`config.mk`:
```
export PLATFORM = sky130hd
export DESIGN_NAME = alu_seq
export DESIGN_NICKNAME = d
export VERILOG_FILES = /design/src/rtl/alu_seq.sv
export SDC_FILE = /design/constraint.sdc
export NUM_CORES = 1
export LEC_CHECK = 0
export CELL_PAD_IN_SITES_DETAIL_PLACEMENT = 0
export CELL_PAD_IN_SITES_GLOBAL_PLACEMENT = 1
export CORE_UTILIZATION = 49
export CTS_BUF_LIST = sky130_fd_sc_hd__clkbuf_4
export DETAILED_ROUTE_END_ITERATION = 8
export PLACE_DENSITY = 0.95
export SYNTH_ARGS = -nofsm -noshare
export SYNTH_HDL_FRONTEND = slang
export SYNTH_SLANG_ARGS = --single-unit
```
`constraint.sdc`:
```
create_clock -name I_clk -period 9.62 [get_ports I_clk]
set_clock_uncertainty 0.2 [all_clocks]
set_input_delay 1.443 -clock I_clk [delete_from_list [all_inputs] [get_ports I_clk]]
set_output_delay 1.443 -clock I_clk [all_outputs]
set_load 0.005 [all_outputs]
```
`src/rtl/alu_seq.sv`:
```
`default_nettype none
// ============================================================================
//  Module   : alu_seq
//  Purpose  : Handshaked execute-stage ALU. Single-cycle ops complete the
//             cycle after accept; shifts (1 bit/cycle) and a shift-add
//             multiplier run through a small FSM. Results, flags and write
//             controls sit in a valid/ready output register.
//  Revision : 1.0 - initial release
// ============================================================================
module alu_seq #(
  parameter int WIDTH       = 16,
  parameter int IMM_WIDTH   = 8,
  parameter int SHAMT_WIDTH = 4
) (
  input  logic                 I_clk,
  input  logic                 I_reset,
  input  logic                 I_valid,
  output logic                 O_ready,
  input  logic [3:0]           I_opcode,
  input  logic                 I_opcode_mode,
  input  logic [IMM_WIDTH-1:0] I_immediate,
  input  logic [WIDTH-1:0]     I_pc,
  input  logic [WIDTH-1:0]     I_rA,
  input  logic [WIDTH-1:0]     I_rB,
  output logic                 O_valid,
  input  logic                 I_ready,
  output logic [WIDTH-1:0]     O_out,
  output logic                 O_write_rD,
  output logic                 O_write_pc,
  output logic [1:0]           O_memory_mode,
  output logic [2:0]           O_flags
);

  // Opcode map (ops.vh) plus MUL
  localparam logic [3:0] OP_ADD   = 4'h0, OP_SUB   = 4'h1, OP_OR    = 4'h2,
                         OP_XOR   = 4'h3, OP_AND   = 4'h4, OP_NOT   = 4'h5,
                         OP_READ  = 4'h6, OP_WRITE = 4'h7, OP_LOAD  = 4'h8,
                         OP_CMP   = 4'h9, OP_SHL   = 4'hA, OP_SHR   = 4'hB,
                         OP_JMP   = 4'hC, OP_JMPC  = 4'hD, OP_MUL   = 4'hE;
  localparam logic [1:0] MEM_NOP = 2'd0, MEM_READ = 2'd1, MEM_WRITE = 2'd2;
  localparam logic [WIDTH-1:0] CMP_EQ    = WIDTH'(1);
  localparam logic [WIDTH-1:0] CMP_RA_GT = WIDTH'(2);
  localparam logic [WIDTH-1:0] CMP_RB_GT = WIDTH'(4);
  localparam int CW = $clog2(WIDTH + 1);

  typedef enum logic [1:0] {S_IDLE = 2'd0, S_SHIFT = 2'd1, S_MUL = 2'd2} state_t;

  state_t               state_q, state_d;
  logic [3:0]           op_q, op_d;
  logic                 mode_q, mode_d;
  logic [WIDTH-1:0]     a_q, a_d;
  logic [2*WIDTH-1:0]   p_q, p_d;
  logic [CW-1:0]        cnt_q, cnt_d;

  logic                 valid_q;
  logic [WIDTH-1:0]     out_q;
  logic                 wrd_q, wpc_q;
  logic [1:0]           mem_q;
  logic [2:0]           flags_q;

  logic                 accept, out_free;
  logic [SHAMT_WIDTH-1:0] shamt;
  logic [WIDTH-1:0]     imm_z, imm_s, imm_hi, jmp_tgt;

  logic [WIDTH-1:0]     sc_out;
  logic                 sc_wrd, sc_wpc, sc_c, sc_v;
  logic [1:0]           sc_mem;

  logic [WIDTH-1:0]     sh_next;
  logic                 sh_carry;
  logic [WIDTH:0]       mul_hi;
  logic [2*WIDTH-1:0]   mul_next;

  logic                 ld;
  logic [WIDTH-1:0]     ld_out;
  logic                 ld_wrd, ld_wpc, ld_c, ld_v;
  logic [1:0]           ld_mem;

  assign O_ready  = (state_q == S_IDLE) && (!valid_q || I_ready);
  assign accept   = I_valid && O_ready;
  assign out_free = !valid_q || I_ready;
  assign shamt    = I_rB[SHAMT_WIDTH-1:0];
  assign imm_z    = WIDTH'(I_immediate);
  assign imm_s    = WIDTH'($signed(I_immediate));
  assign imm_hi   = imm_z << (WIDTH - IMM_WIDTH);
  assign jmp_tgt  = I_pc + (I_opcode_mode ? imm_z : imm_s);

  // Results of everything that completes straight from the accepted inputs
  always_comb begin
    sc_out = '0;
    sc_wrd = 1'b0;
    sc_wpc = 1'b0;
    sc_mem = MEM_NOP;
    sc_c   = 1'b0;
    sc_v   = 1'b0;
    case (I_opcode)
      OP_ADD: begin
        {sc_c, sc_out} = {1'b0, I_rA} + {1'b0, I_rB};
        sc_v   = (I_rA[WIDTH-1] == I_rB[WIDTH-1]) && (sc_out[WIDTH-1] != I_rA[WIDTH-1]);
        sc_wrd = 1'b1;
      end
      OP_SUB: begin
        {sc_c, sc_out} = {1'b0, I_rA} - {1'b0, I_rB};
        sc_v   = (I_rA[WIDTH-1] != I_rB[WIDTH-1]) && (sc_out[WIDTH-1] != I_rA[WIDTH-1]);
        sc_wrd = 1'b1;
      end
      OP_OR:  begin sc_out = I_rA | I_rB; sc_wrd = 1'b1; end
      OP_XOR: begin sc_out = I_rA ^ I_rB; sc_wrd = 1'b1; end
      OP_AND: begin sc_out = I_rA & I_rB; sc_wrd = 1'b1; end
      OP_NOT: begin sc_out = ~I_rA;       sc_wrd = 1'b1; end
      OP_READ:  begin sc_out = I_rA; sc_wrd = 1'b1; sc_mem = MEM_READ;  end
      OP_WRITE: begin sc_out = I_rA; sc_mem = MEM_WRITE; end
      OP_LOAD:  begin sc_out = I_opcode_mode ? imm_z : imm_hi; sc_wrd = 1'b1; end
      OP_CMP: begin
        if (I_rA == I_rB)
          sc_out = CMP_EQ;
        else if (I_opcode_mode ? (I_rA < I_rB) : ($signed(I_rA) < $signed(I_rB)))
          sc_out = CMP_RB_GT;
        else
          sc_out = CMP_RA_GT;
        sc_wrd = 1'b1;
      end
      // Zero shift amount completes immediately with rA unchanged
      OP_SHL, OP_SHR: begin sc_out = I_rA; sc_wrd = 1'b1; end
      OP_JMP:  begin sc_out = jmp_tgt; sc_wpc = 1'b1; end
      OP_JMPC: begin sc_out = jmp_tgt; sc_wpc = (I_rA == I_rB); end
      default: ;
    endcase
  end

  // One step of the bit-serial shifter and of the shift-add multiplier
  always_comb begin
    if (op_q == OP_SHR) begin
      sh_next  = {(mode_q ? 1'b0 : a_q[WIDTH-1]), a_q[WIDTH-1:1]};
      sh_carry = a_q[0];
    end else begin
      sh_next  = {a_q[WIDTH-2:0], 1'b0};
      sh_carry = a_q[WIDTH-1];
    end
    mul_hi   = {1'b0, p_q[2*WIDTH-1:WIDTH]} + (p_q[0] ? {1'b0, a_q} : '0);
    mul_next = {mul_hi, p_q[WIDTH-1:1]};
  end

  // FSM next state, operand latching and output-register load selection
  always_comb begin
    state_d = state_q;
    op_d    = op_q;
    mode_d  = mode_q;
    a_d     = a_q;
    p_d     = p_q;
    cnt_d   = cnt_q;
    ld      = 1'b0;
    ld_out  = sc_out;
    ld_wrd  = sc_wrd;
    ld_wpc  = sc_wpc;
    ld_mem  = sc_mem;
    ld_c    = sc_c;
    ld_v    = sc_v;
    case (state_q)
      S_IDLE: begin
        if (accept) begin
          op_d   = I_opcode;
          mode_d = I_opcode_mode;
          a_d    = I_rA;
          if (((I_opcode == OP_SHL) || (I_opcode == OP_SHR)) && (shamt != '0)) begin
            cnt_d   = CW'(shamt);
            state_d = S_SHIFT;
          end else if (I_opcode == OP_MUL) begin
            p_d     = {{WIDTH{1'b0}}, I_rB};
            cnt_d   = CW'(WIDTH);
            state_d = S_MUL;
          end else begin
            ld = 1'b1;
          end
        end
      end
      S_SHIFT: begin
        if (cnt_q != CW'(1)) begin
          a_d   = sh_next;
          cnt_d = cnt_q - CW'(1);
        end else if (out_free) begin
          // Last step waits here while a previous result is still held
          a_d     = sh_next;
          cnt_d   = '0;
          state_d = S_IDLE;
          ld      = 1'b1;
          ld_out  = sh_next;
          ld_wrd  = 1'b1;
          ld_wpc  = 1'b0;
          ld_mem  = MEM_NOP;
          ld_c    = sh_carry;
          ld_v    = 1'b0;
        end
      end
      S_MUL: begin
        if (cnt_q != CW'(1)) begin
          p_d   = mul_next;
          cnt_d = cnt_q - CW'(1);
        end else if (out_free) begin
          p_d     = mul_next;
          cnt_d   = '0;
          state_d = S_IDLE;
          ld      = 1'b1;
          ld_out  = mode_q ? mul_next[WIDTH-1:0] : mul_next[2*WIDTH-1:WIDTH];
          ld_wrd  = 1'b1;
          ld_wpc  = 1'b0;
          ld_mem  = MEM_NOP;
          ld_c    = 1'b0;
          ld_v    = |mul_next[2*WIDTH-1:WIDTH];
        end
      end
      default: state_d = S_IDLE;
    endcase
  end

  // FSM state and latched operands
  always_ff @(posedge I_clk or posedge I_reset) begin
    if (I_reset) begin
      state_q <= S_IDLE;
      op_q    <= '0;
      mode_q  <= 1'b0;
      a_q     <= '0;
      p_q     <= '0;
      cnt_q   <= '0;
    end else begin
      state_q <= state_d;
      op_q    <= op_d;
      mode_q  <= mode_d;
      a_q     <= a_d;
      p_q     <= p_d;
      cnt_q   <= cnt_d;
    end
  end

  // Output register: load on completion, hold until the consumer takes it
  always_ff @(posedge I_clk or posedge I_reset) begin
    if (I_reset) begin
      valid_q <= 1'b0;
      out_q   <= '0;
      wrd_q   <= 1'b0;
      wpc_q   <= 1'b0;
      mem_q   <= MEM_NOP;
      flags_q <= '0;
    end else if (ld) begin
      valid_q <= 1'b1;
      out_q   <= ld_out;
      wrd_q   <= ld_wrd;
      wpc_q   <= ld_wpc;
      mem_q   <= ld_mem;
      flags_q <= {ld_c, ld_v, (ld_out == '0)};
    end else if (I_ready) begin
      valid_q <= 1'b0;
    end
  end

  assign O_valid       = valid_q;
  assign O_out         = out_q;
  assign O_write_rD    = wrd_q;
  assign O_write_pc    = wpc_q;
  assign O_memory_mode = mem_q;
  assign O_flags       = flags_q;

endmodule
`default_nettype wire

```
Word-level counts from Yosys, hierarchy flattened --
Index checks and enable logic that the tools add are counted.
Word-level totals: flip-flop bits (word level) 84, bits in latches 0, memory bits (writable) 0, bits in read-only memories 0, bits of input ports 65, output and inout bits 25, logic and storage cells 151, memories 0
Operators by class: add/sub/neg operators 5, multiply operators 0, div/mod/pow operators 0, magnitude comparators 2, equal/unequal tests 32, shifts and indexed selects 0, mux-type cells 70, bitwise gates (word level) 4, reduce and logical (&&, ||, !) cells 26
Operators with widths (number):
- 16-bit two-way mux | 12
- 32-bit two-way mux | 5
- 16-bit case mux with 10 select lines | 1
- 16-bit case mux with 2 select lines | 2
- 32-bit case mux with 2 select lines | 1
- 16-bit by 16-bit adder with 17-bit output | 2
- 4-bit equality test (second input constant) | 8
- 16-bit less-than comparator | 2
- 1-bit two-way mux | 25
- 5-bit two-way mux | 5
- 16-bit by 16-bit subtractor with 17-bit output | 1
- 16-bit adder | 1
- 16-bit bitwise AND | 1
- 16-bit equality test | 1
- 4-bit by 3-bit equality test with 1-bit output (second input constant) | 4
- 16-bit logical NOT | 1
- 2-bit two-way mux | 8
- 16-bit inverter | 1
- 16-bit bitwise OR | 1
- 16-bit OR reduction | 1
- 16-bit bitwise XOR | 1
- 1-bit case mux with 2 select lines | 6
- 11-bit OR reduction | 1
- 5-bit case mux with 2 select lines | 1
- other kinds (27) | 47

Depth between registers and ports, before layout --
Gate-level depths: netlist of run 1.
depth in word-level cells 9, depth in mapped cells 13, gate-level depth less buffers 13

Least setup slack after synthesis of run 1 --
Ideal clock, no wire load.
kind input-to-reg, start point in I_rA[4], end point reg flags_q[0], in the netlist O_flags[0], setup time 0.130 ns, arrival 3.776 ns, data required time 9.290 ns, path slack 5.514 ns, stages on the path 12, buffers on the path 1, cell sequence inv_1 -> ha_1 -> buf_6 -> inv_2 -> a221oi_4 -> a2111oi_4 -> or3_4 -> a211o_1 -> a211o_1 -> a32oi_2 -> a211o_1 -> o41ai_2
Between the ends: longest elaborated chain between the ends 9, elaborated cells on any way between the ends 19, those cells by class 2 x add/sub; 2 x order compare; 1 x eq/ne; 9 x mux; 4 x bitwise; 1 x reduce/logical
RTL lines:
- from (decl) | RTL line 23 | input logic [WIDTH-1:0] I_rA,
- 16-bit less-than comparator | RTL line 117 | else if (I_opcode_mode ? (I_rA < I_rB) : ($signed(I_rA) < $signed(I_rB)))
- 1-bit two-way mux | RTL line 117
- 3-bit two-way mux | RTL line 117
- 3-bit two-way mux | RTL line 115 | if (I_rA == I_rB)
- 16-bit case mux with 10 select lines (*) | RTL line 96 | case (I_opcode)
- 16-bit two-way mux (on tied branches) | RTL line 199, 181
- 16-bit two-way mux (on tied branches) | RTL line 196, 178
- 16-bit case mux with 2 select lines (*) | RTL line 159 | case (state_q)
- 16-bit logical NOT (*) | RTL line 250 | flags_q <= {ld_c, ld_v, (ld_out == '0)};
- to (signal assigned) | RTL line 250
- to (decl) | RTL line 59 | logic [2:0] flags_q;
Every way passes the cells marked *; elsewhere a longest branch is shown, timed or not. A chain may end at the register's enable or synchronous reset.

Worst setup path after layout of run 1 --
Ends and elaborated chain as after synthesis.

==> results.toml, run 1 <==
[yosys]
yosysTopAreaCell = "dfrtp_1"
ys_warn_count = 0
synth_seq_area_share_pct = 21.79
yosys_most_used_dff = "dfrtp_1"
synth_common_cells = "nand2_1, o21ai_0, nor2_1, ha_1, dfrtp_1"
post_synth.cell_area_avg_um2 = 7.863
synthCells = 1227
netlist_top_cells_area = "dfrtp_1, ha_1, o21ai_0, nand2_1, mux2i_1"
synth.distinct_cells = 92
synth_edf_count = 0
synth_top_area_share_pct = 21.79
syn_nets = 1381
syn_area_mm2 = 0.009648
synth_most_common_cell = "nand2_1"
synthArstFlopShare_pct = 100.0
synth-seq-cells = 84

[pwr]
peakVddDrop_uv = 102.2
powerDensity_mw_per_mm2 = 205.9
p_leak_uw = 0.004689

[floorplanning]
rows = 50
initial_core_util_pct = 50.73
dieArea_mm2 = 0.02026
core_mm2 = 0.01902
die_x_um = 142.3
die_h_um = 142.3
io_pins = 90

[routing]
drtIter0Drc = 944
wl_um = 34530
dr.pass1.iters = 6
wire_per_inst_um = 22.50
avgViaCountPerCell = 6.428
ant_nets = 0
drc_errors = 0
via_count = 9867

[critical_path]
path_class = "in2reg"
slowest_delay_ns = 0.60
crit_chain = "clkdlybuf4s50_1 -> inv_1 -> ha_1 -> inv_2 -> a221oi_4 -> nand2_1 -> a211o_1 -> mux2i_1 -> o211ai_1 -> nor3_1 -> nand4_1 -> o41ai_2"
r2r-start = "p_q[0]$_DFFE_PP0P_"
slowest_stage = "clkdlybuf4s50_1"
cp-startpoint = "I_rA[4]"
worstPathRequired_ns = 9.75
startpoint_type = "input pin"
crit_buf_inv = 3
cp_max_fo = 9
worst_setup_path_end_kind = "flip-flop"
cp_top_family = "compound AO/OA/AOI/OAI gates"
cp.arrival_ns = 5.16

[cts]
clk_pin_slew_ns = 0.12
cts_tree = "built"
cts-root-buf = "clkbuf_4"
ctsResizeCount = 0
ctsHoldBuffers = 0
clock_latency_ns = 0.44
clockBufferDepth = 2
cts.sinks = 84
cts_buffers = 9
htreeDepth = 3
cts_setup_buffers = 0

[hold_path]
hold_path_class = "reg2reg"
min_from = "O_write_pc$_DFFE_PP0P_"

[sta]
slew_viol_final = 0
fmax_ghz = 0.1986
finalSetupTns_ns = 0
period_share_pct = 52.33
fin_crit_ns = 5.034
final-hold-violation-count = 0
rsz0062_at_grt = "false"
finalSetupViolCount = 0
worstMarginPinSlew_ns = 1.092
slew_headroom_pct = 27.18
hold_ws_ns = 0.2898

[final_layout]
area_growth_pct = 11.66
drive_above_1_share_pct = 6.829
nNetsFinal = 1425
final_cells = 1535
fin_util_pct = 56.64
fillers = 1875

[grt]
grtUsageTotal_pct = 34.79
grt_max_degree = 85
grt_antenna_before_repair = 2
first_global_vias = 9267
overflow = 0
grt_pass1_wl_um = 53700

[job]
drv_cap = 0

[placed_design]
globalplace.congestion = 1.065
dp.cells = 1520
portBuffers = 89
hpwl_um = 26670

[status]
status = "completed"
-- cell type report --
| cell class | instances | area (um^2) | area share (%) |
|---|---|---|---|
| antenna | 1 | 2.502 | 0.02323 |
| clock buffer | 9 | 67.56 | 0.6272 |
| clock inverter | 5 | 21.27 | 0.1974 |
| inverter | 77 | 290.3 | 2.695 |
| multi-input combinational | 995 | 6960 | 64.61 |
| sequential | 84 | 2102 | 19.51 |
| tap | 260 | 325.3 | 3.020 |
| timing repair buffer | 104 | 1003 | 9.315 |
-- worst paths after layout --
| path | depth (start not counted) | slack (ns) | end |
|---|---|---|---|
| worst max-delay path | 12 | 4.59 | O_flags[0]$_DFFE_PP0P_ |
| worst max register to register | 11 | 5.50 | O_flags[0]$_DFFE_PP0P_ |
| worst min-delay path | 1 | 0.29 | O_write_pc$_DFFE_PP0P_ |
| min in group asynchronous | 3 | 1.42 | p_q[31]$_DFFE_PP0P_ |
| max in group asynchronous | 3 | 7.07 | p_q[9]$_DFFE_PP0P_ |
| worst min register to register | 1 | 0.29 | O_write_pc$_DFFE_PP0P_ |
-- worst reg2reg max path, stage by stage (launching register included) --
cell	delay, ns
dfrtp_1	0.67
and2_1	0.26
ha_1	0.25
a211oi_1	0.48
o21ai_0	0.21
a21oi_1	0.28
xnor2_1	0.20
a311oi_1	0.56
a41oi_1	0.19
nor3_1	0.29
nand4_1	0.17
o41ai_2	0.25
-- placed cells by master (no fill, tap or decap), types with 15 or more instances in the layout --
cell type / count
a21o_1: 15
a21oi_1: 69
inv_1: 75
nor3_1: 28
mux2i_1: 39
nand2b_1: 21
xnor2_1: 27
ha_1: 85
dfrtp_1: 84
nand2_1: 125
clkdlybuf4s50_1: 89
a211oi_1: 16
o21ai_0: 106
nand3_1: 25
buf_4: 15
nor2_1: 93
and2_1: 24
mux2_2: 31
-- logic make-up after synthesis --
group / Yosys count / share of synthesized area [%]
muxes: 72 / 7.898
adders and majority gates: 89 / 11.85
DFF: 84 / 21.79
AOI/OAI and AO/OA: 399 / 28.62
xor gates and xnor gates: 32 / 2.905
buffers and inverters: 148 / 6.225
and+or+nand+nor: 403 / 20.71
-- sequential cells by signal (all words and copies together), names as in the netlist --
name and cells:
a_q 16, state_q 2, O_write_rD 1, op_q 4, O_memory_mode 2, O_out 16
cnt_q 5, mode_q 1, O_flags 3, O_valid 1, p_q 32, O_write_pc 1
-- layer usage --
| layer | global-route usage (%) | wire length [um] |
|---|---|---|
| met2 | 55.50 | 15570 |
| met4 | 14.77 | 1403 |
| met1 | 47.31 | 14730 |
| met3 | 4.374 | 2828 |
| met5 | 0 | 0 |
-- power breakdown --
group	internal, uW	leakage (uW)	total, uW	switching, uW
sequential	504	0.00107	654	150
combinational	581	0.00357	1400	817
clock	47.1	0.0000539	166	118
-- through the flow --
step | setup slack (ns) | total power (uW) | cell area [um^2]
finish | 4.586 | 2218 | 10770
global route | 4.570 | 2369 | 10770
CTS | 4.730 | 2190 | 10770
detailed placement | 4.252 | 2025 | 10680
global placement | 4.360 | 2003 | 10680
floorplan | 5.514 | 1557 | 9648
No activity file was read; power rests on OpenSTA's default activity.
==> inputs of run 2 (changes only) <==
--- a/config.mk
+++ b/config.mk
@@ -7,10 +7,10 @@
 export LEC_CHECK = 0
 export CELL_PAD_IN_SITES_DETAIL_PLACEMENT = 0
 export CELL_PAD_IN_SITES_GLOBAL_PLACEMENT = 1
-export CORE_UTILIZATION = 49
+export CORE_UTILIZATION = 41
 export CTS_BUF_LIST = sky130_fd_sc_hd__clkbuf_4
 export DETAILED_ROUTE_END_ITERATION = 8
-export PLACE_DENSITY = 0.95
+export PLACE_DENSITY = 0.89
 export SYNTH_ARGS = -nofsm -noshare
 export SYNTH_HDL_FRONTEND = slang
 export SYNTH_SLANG_ARGS = --single-unit
==> constraint.sdc (replaced) <==
create_clock -name I_clk -period 4.2 [get_ports I_clk]
set_clock_uncertainty 0.2 [all_clocks]
set_input_delay 0.63 -clock I_clk [delete_from_list [all_inputs] [get_ports I_clk]]
set_output_delay 0.63 -clock I_clk [all_outputs]
set_load 0.005 [all_outputs]
==> results.toml, run 2 (synthesis results as in run 1) <==
[sta]
fmax_ghz = 0.2483
period_share_pct = 95.91
final-hold-violation-count = 0
rsz0062_at_grt = "false"
finalSetupViolCount = 0
worstMarginPinSlew_ns = 0.8247
fin_crit_ns = 4.028
slew_viol_final = 0
layout_setup_ws_ns = 0.1718
slew_headroom_pct = 44.60

[final_layout]
final_cells = 1707
largest_reg_flops = 32
nNetsFinal = 1543
mostFrequentLayoutCells = "buf_4, nand2_1, o21ai_0"
fillers = 2292
drive_above_1_share_pct = 15.00
final_common_cell = "buf_4"
area_growth_pct = 22.01
postLayoutCellArea_mm2 = 0.01177
top_register = "p_q"

[routing]
wire_per_inst_um = 21.71
wl_met3_um = 1977
ant_nets = 0
dr.pass1.iters = 5
routed.top_layer = "met4"
avgViaCountPerCell = 6.010
wl_um = 37050
met1Wirelength_um = 16540
wl_met2_um = 17420
drtIter0Drc = 900
via_count = 10260
drc_errors = 0

[critical_path]
startpoint_type = "flip-flop"
worst_setup_path_end_kind = "flip-flop"
slowest_delay_ns = 0.47
timing.rr.end = "O_flags[0]$_DFFE_PP0P_"
cp_max_fo = 7
cp-endpoint = "O_flags[0]$_DFFE_PP0P_"
crit_buf_inv = 1
crit_chain = "and2_1 -> ha_1 -> a21o_1 -> a2111oi_2 -> mux2i_1 -> nor4_1 -> a211oi_2 -> o21ai_0 -> nor4_1 -> buf_4 -> nand4_1 -> o41ai_2"
cp_top_family = "compound AO/OA/AOI/OAI gates"
r2r_slack_ns = 0.17
cp-startpoint = "p_q[0]$_DFFE_PP0P_"
worstPathRequired_ns = 4.36
slowest_stage = "dfrtp_1"
crit_cells = 12
path_class = "reg2reg"
reg2reg_depth = 12
cp.arrival_ns = 4.19
cpMostUsedCell = "nor4_1"
r2r-start = "p_q[0]$_DFFE_PP0P_"

[floorplanning]
die_x_um = 155.4
rows = 55
dieArea_mm2 = 0.02415
core_mm2 = 0.02285
die_h_um = 155.4
initial_core_util_pct = 42.23
io_pins = 90

[pwr]
power_uw = 5330
powerDensity_mw_per_mm2 = 452.8
p_leak_uw = 0.005267
peakVddDrop_uv = 216.4

[grt]
grtUsageTotal_pct = 30.94
grt_antenna_before_repair = 1
first_global_vias = 9913
grt_pass1_wl_um = 57110
grt_max_degree = 37
overflow = 0

[cts]
cts.sinks = 84
htreeDepth = 3
clk_pin_slew_ns = 0.14
cts_setup_buffers = 0
clock_latency_ns = 0.46
ctsHoldBuffers = 0
cts_tree = "built"
clockBufferDepth = 2
cts-root-buf = "clkbuf_4"
cts_buffers = 9

[placed_design]
pre_cts_slack_ns = -0.4867
hpwl_um = 30500
dp.cells = 1691
globalplace.congestion = 1.008
post_dp_cell_area_mm2 = 0.01166
portBuffers = 89

[hold_path]
hold_path_class = "reg2reg"

[status]
status = "completed"

[job]
drv_cap = 0
-- run 2: cell types whose count changed in the layout (fill, tap and decap cells not counted), sizes merged --
cell and delta:
clkinvlp +2, clkinv -1, buf +118
-- run 2: cell type report --
cell class / count / area, um^2 / area share, %
Multi-Input combinational cell: 995 / 6970 / 59.22
Tap cell: 313 / 391.6 / 3.327
Timing Repair Buffer: 222 / 1914 / 16.26
Clock buffer: 9 / 67.56 / 0.5740
Antenna cell: 1 / 2.502 / 0.02126
Clock inverter: 6 / 32.53 / 0.2764
Inverter: 77 / 290.3 / 2.466
Sequential cell: 84 / 2102 / 17.86
-- run 2: routing by layer --
layer,global-route usage (%),vias to the layer above
li1,-,4833
met1,41.73,4942
met2,51.59,416
met3,3.064,68
met4,10.46,0
met5,0,-
-- run 2: how the worst min path moves through the flow --
stage,from,endpoint,slack [ns],depth (start not counted)
6_report,p_q[27]$_DFFE_PP0P_,p_q[27]$_DFFE_PP0P_,0.30,2
5_1_grt,O_write_pc$_DFFE_PP0P_,O_write_pc$_DFFE_PP0P_,0.32,1
4_1_cts,p_q[19]$_DFFE_PP0P_,p_q[19]$_DFFE_PP0P_,0.31,2
3_5_place_dp,p_q[19]$_DFFE_PP0P_,p_q[19]$_DFFE_PP0P_,0.28,2
3_3_place_gp,op_q[3]$_DFFE_PP0P_,op_q[3]$_DFFE_PP0P_,0.27,2
2_1_floorplan,op_q[3]$_DFFE_PP0P_,op_q[3]$_DFFE_PP0P_,0.25,2
-- run 2: timing repair --
action	4_1_cts	5_1_grt
setup endpoints to repair	1	1
gates resized for setup	1	1
pin swaps	0	0
-- run 2: per-stage QoR --
step	hold slack, ns	utilization [%]	setup TNS [ns]
2_1_floorplan	0.2497	-	0
3_3_place_gp	0.2663	51.03	-0.5542
3_5_place_dp	0.2765	51.03	-0.5073
4_1_cts	0.3053	51.49	0
5_1_grt	0.3197	51.52	0
6_report	0.3037	51.52	0
-- run 2: power breakdown --
group	internal (uW)	leakage, uW	total [uW]	switching, uW
registers	1150	0.00107	1480	322
logic	1510	0.00415	3460	1940
clock network	112	0.0000527	398	286
-- run 2: tightest hold or removal path: cells and delay by family (launching register included) --
family / cells / cell delay (ns)
flip-flops: 1 / 0.37
AND/OR/NAND/NOR: 1 / 0.05
AO/OA/AOI/OAI: 1 / 0.06
==> inputs of run 3 (changes only) <==
--- a/config.mk
+++ b/config.mk
@@ -7,6 +7,7 @@
 export LEC_CHECK = 0
 export CELL_PAD_IN_SITES_DETAIL_PLACEMENT = 0
 export CELL_PAD_IN_SITES_GLOBAL_PLACEMENT = 1
+export CORE_MARGIN = 2
 export CORE_UTILIZATION = 41
 export CTS_BUF_LIST = sky130_fd_sc_hd__clkbuf_4
 export DETAILED_ROUTE_END_ITERATION = 8
==> results.toml, run 3 (synthesis results as in run 1) <==
[critical_path]
slowest_stage = "dfrtp_1"
cpMostUsedCell = "a22oi_1"
slowest_delay_ns = 0.47
worstPathRequired_ns = 4.35
cp.arrival_ns = 4.05
worst_setup_path_end_kind = "flip-flop"
startpoint_type = "flip-flop"
crit_chain = "buf_4 -> and2_1 -> ha_1 -> o21ai_0 -> a211oi_1 -> a22oi_1 -> nor4bb_1 -> nor3_1 -> a22o_1 -> a22oi_1 -> a211o_1 -> o41ai_2"
cp_max_fo = 11
path_class = "reg2reg"

[pwr]
peakVddDrop_uv = 272.6
power_uw = 5378
powerDensity_mw_per_mm2 = 458.8
p_leak_uw = 0.005218

[floorplanning]
io_pins = 90
initial_core_util_pct = 41.47
die_h_um = 157.4
core_mm2 = 0.02326
die_x_um = 157.4
dieArea_mm2 = 0.02477
rows = 56

[cts]
cts.sinks = 84
cts-root-buf = "clkbuf_4"
clock_latency_ns = 0.45
clk_pin_slew_ns = 0.14
ctsHoldBuffers = 0
htreeDepth = 3
cts_buffers = 9
ctsResizeCount = 0
clockBufferDepth = 2
cts_tree = "built"
cts_setup_buffers = 0

[sta]
final-hold-violation-count = 0
finalSetupViolCount = 0
slew_headroom_pct = 42.40
fmax_ghz = 0.2565
fin_crit_ns = 3.899
rsz0062_at_grt = "false"
period_share_pct = 92.84
layout_setup_ws_ns = 0.3008
worstMarginPinSlew_ns = 0.8630
slew_viol_final = 0

[final_layout]
area_growth_pct = 21.50
largest_reg_flops = 32
nNetsFinal = 1528
final_common_cell = "nand2_1"
drive_above_1_share_pct = 14.01
top_register = "p_q"
postLayoutCellArea_mm2 = 0.01172
mostFrequentLayoutCells = "nand2_1, buf_4, o21ai_0"

[grt]
first_global_vias = 9857
grt_pass1_wl_um = 56320
grt_max_degree = 48
overflow = 0
grtUsageTotal_pct = 29.84
grt_antenna_before_repair = 2

[placed_design]
portBuffers = 89
pre_cts_slack_ns = -0.04835
post_dp_cell_area_mm2 = 0.01158
globalplace.congestion = 1.010
hpwl_um = 30540

[status]
status = "completed"

[hold_path]
hold_path_class = "reg2reg"

[routing]
wl_um = 37240
via_count = 10290
avgViaCountPerCell = 6.044
dr.pass1.iters = 8
drtIter0Drc = 1202
drc_errors = 0
ant_nets = 0
wire_per_inst_um = 21.87

[job]
drv_cap = 0
run 3: metal layers:
layer / vias to the layer above / wire [um] / track usage [%]
met2: 424 / 16870 / 47.79
met1: 4979 / 15970 / 39.46
li1: 4801 / - / -
met3: 89 / 2698 / 5.341
met5: - / 0 / 0
met4: 0 / 1703 / 12.77
run 3: per-stage QoR:
| step | hold WS, ns | std cells | utilization, % | setup TNS [ns] |
|---|---|---|---|---|
| detailed placement | 0.2669 | 1682 | 49.77 | -0.09640 |
| finish | 0.2936 | 1703 | 50.39 | 0 |
| global route | 0.3227 | 1702 | 50.38 | 0 |
| global placement | 0.2596 | 1682 | 49.77 | 0 |
| CTS | 0.2978 | 1697 | 50.33 | 0 |
| floorplan | 0.2497 | 1227 | - | 0 |
run 3: power breakdown:
group / leakage, uW / total, uW / internal (uW) / switching [uW]
clock network: 0.0000660 / 469 / 182 / 287
registers: 0.00107 / 1470 / 1150 / 318
logic: 0.00408 / 3440 / 1490 / 1950
run 3: final cells by class:
type | count | area, um^2
fill | 2360 | 11540
multi-input combinational | 995 | 6960
sequential | 84 | 2102
timing repair buffer | 207 | 1827
tap | 319 | 399.1
inverter | 77 | 290.3
clock buffer | 10 | 75.07
clock inverter | 5 | 53.80
antenna | 6 | 15.01
run 3: critical path, delay by kind of cell, from the launching register on:
family          cells  cell delay [ns]
compound gates      7             1.66
simple gates        3             0.81
flops               1             0.47
fa+ha+maj           1             0.46
buf+inv             1             0.19
run 3: worst paths after layout:
path                                         from                     end  slack [ns]  depth (start not counted)
min reg2reg                O_write_pc$_DFFE_PP0P_  O_write_pc$_DFFE_PP0P_        0.29                          1
max                            p_q[0]$_DFFE_PP0P_  O_flags[0]$_DFFE_PP0P_        0.30                         12
max in group asynchronous                 I_reset     op_q[0]$_DFFE_PP0P_        2.65                          3
max reg2reg                    p_q[0]$_DFFE_PP0P_  O_flags[0]$_DFFE_PP0P_        0.30                         12
min                        O_write_pc$_DFFE_PP0P_  O_write_pc$_DFFE_PP0P_        0.29                          1
min in group asynchronous                 I_reset     p_q[31]$_DFFE_PP0P_        0.45                          2
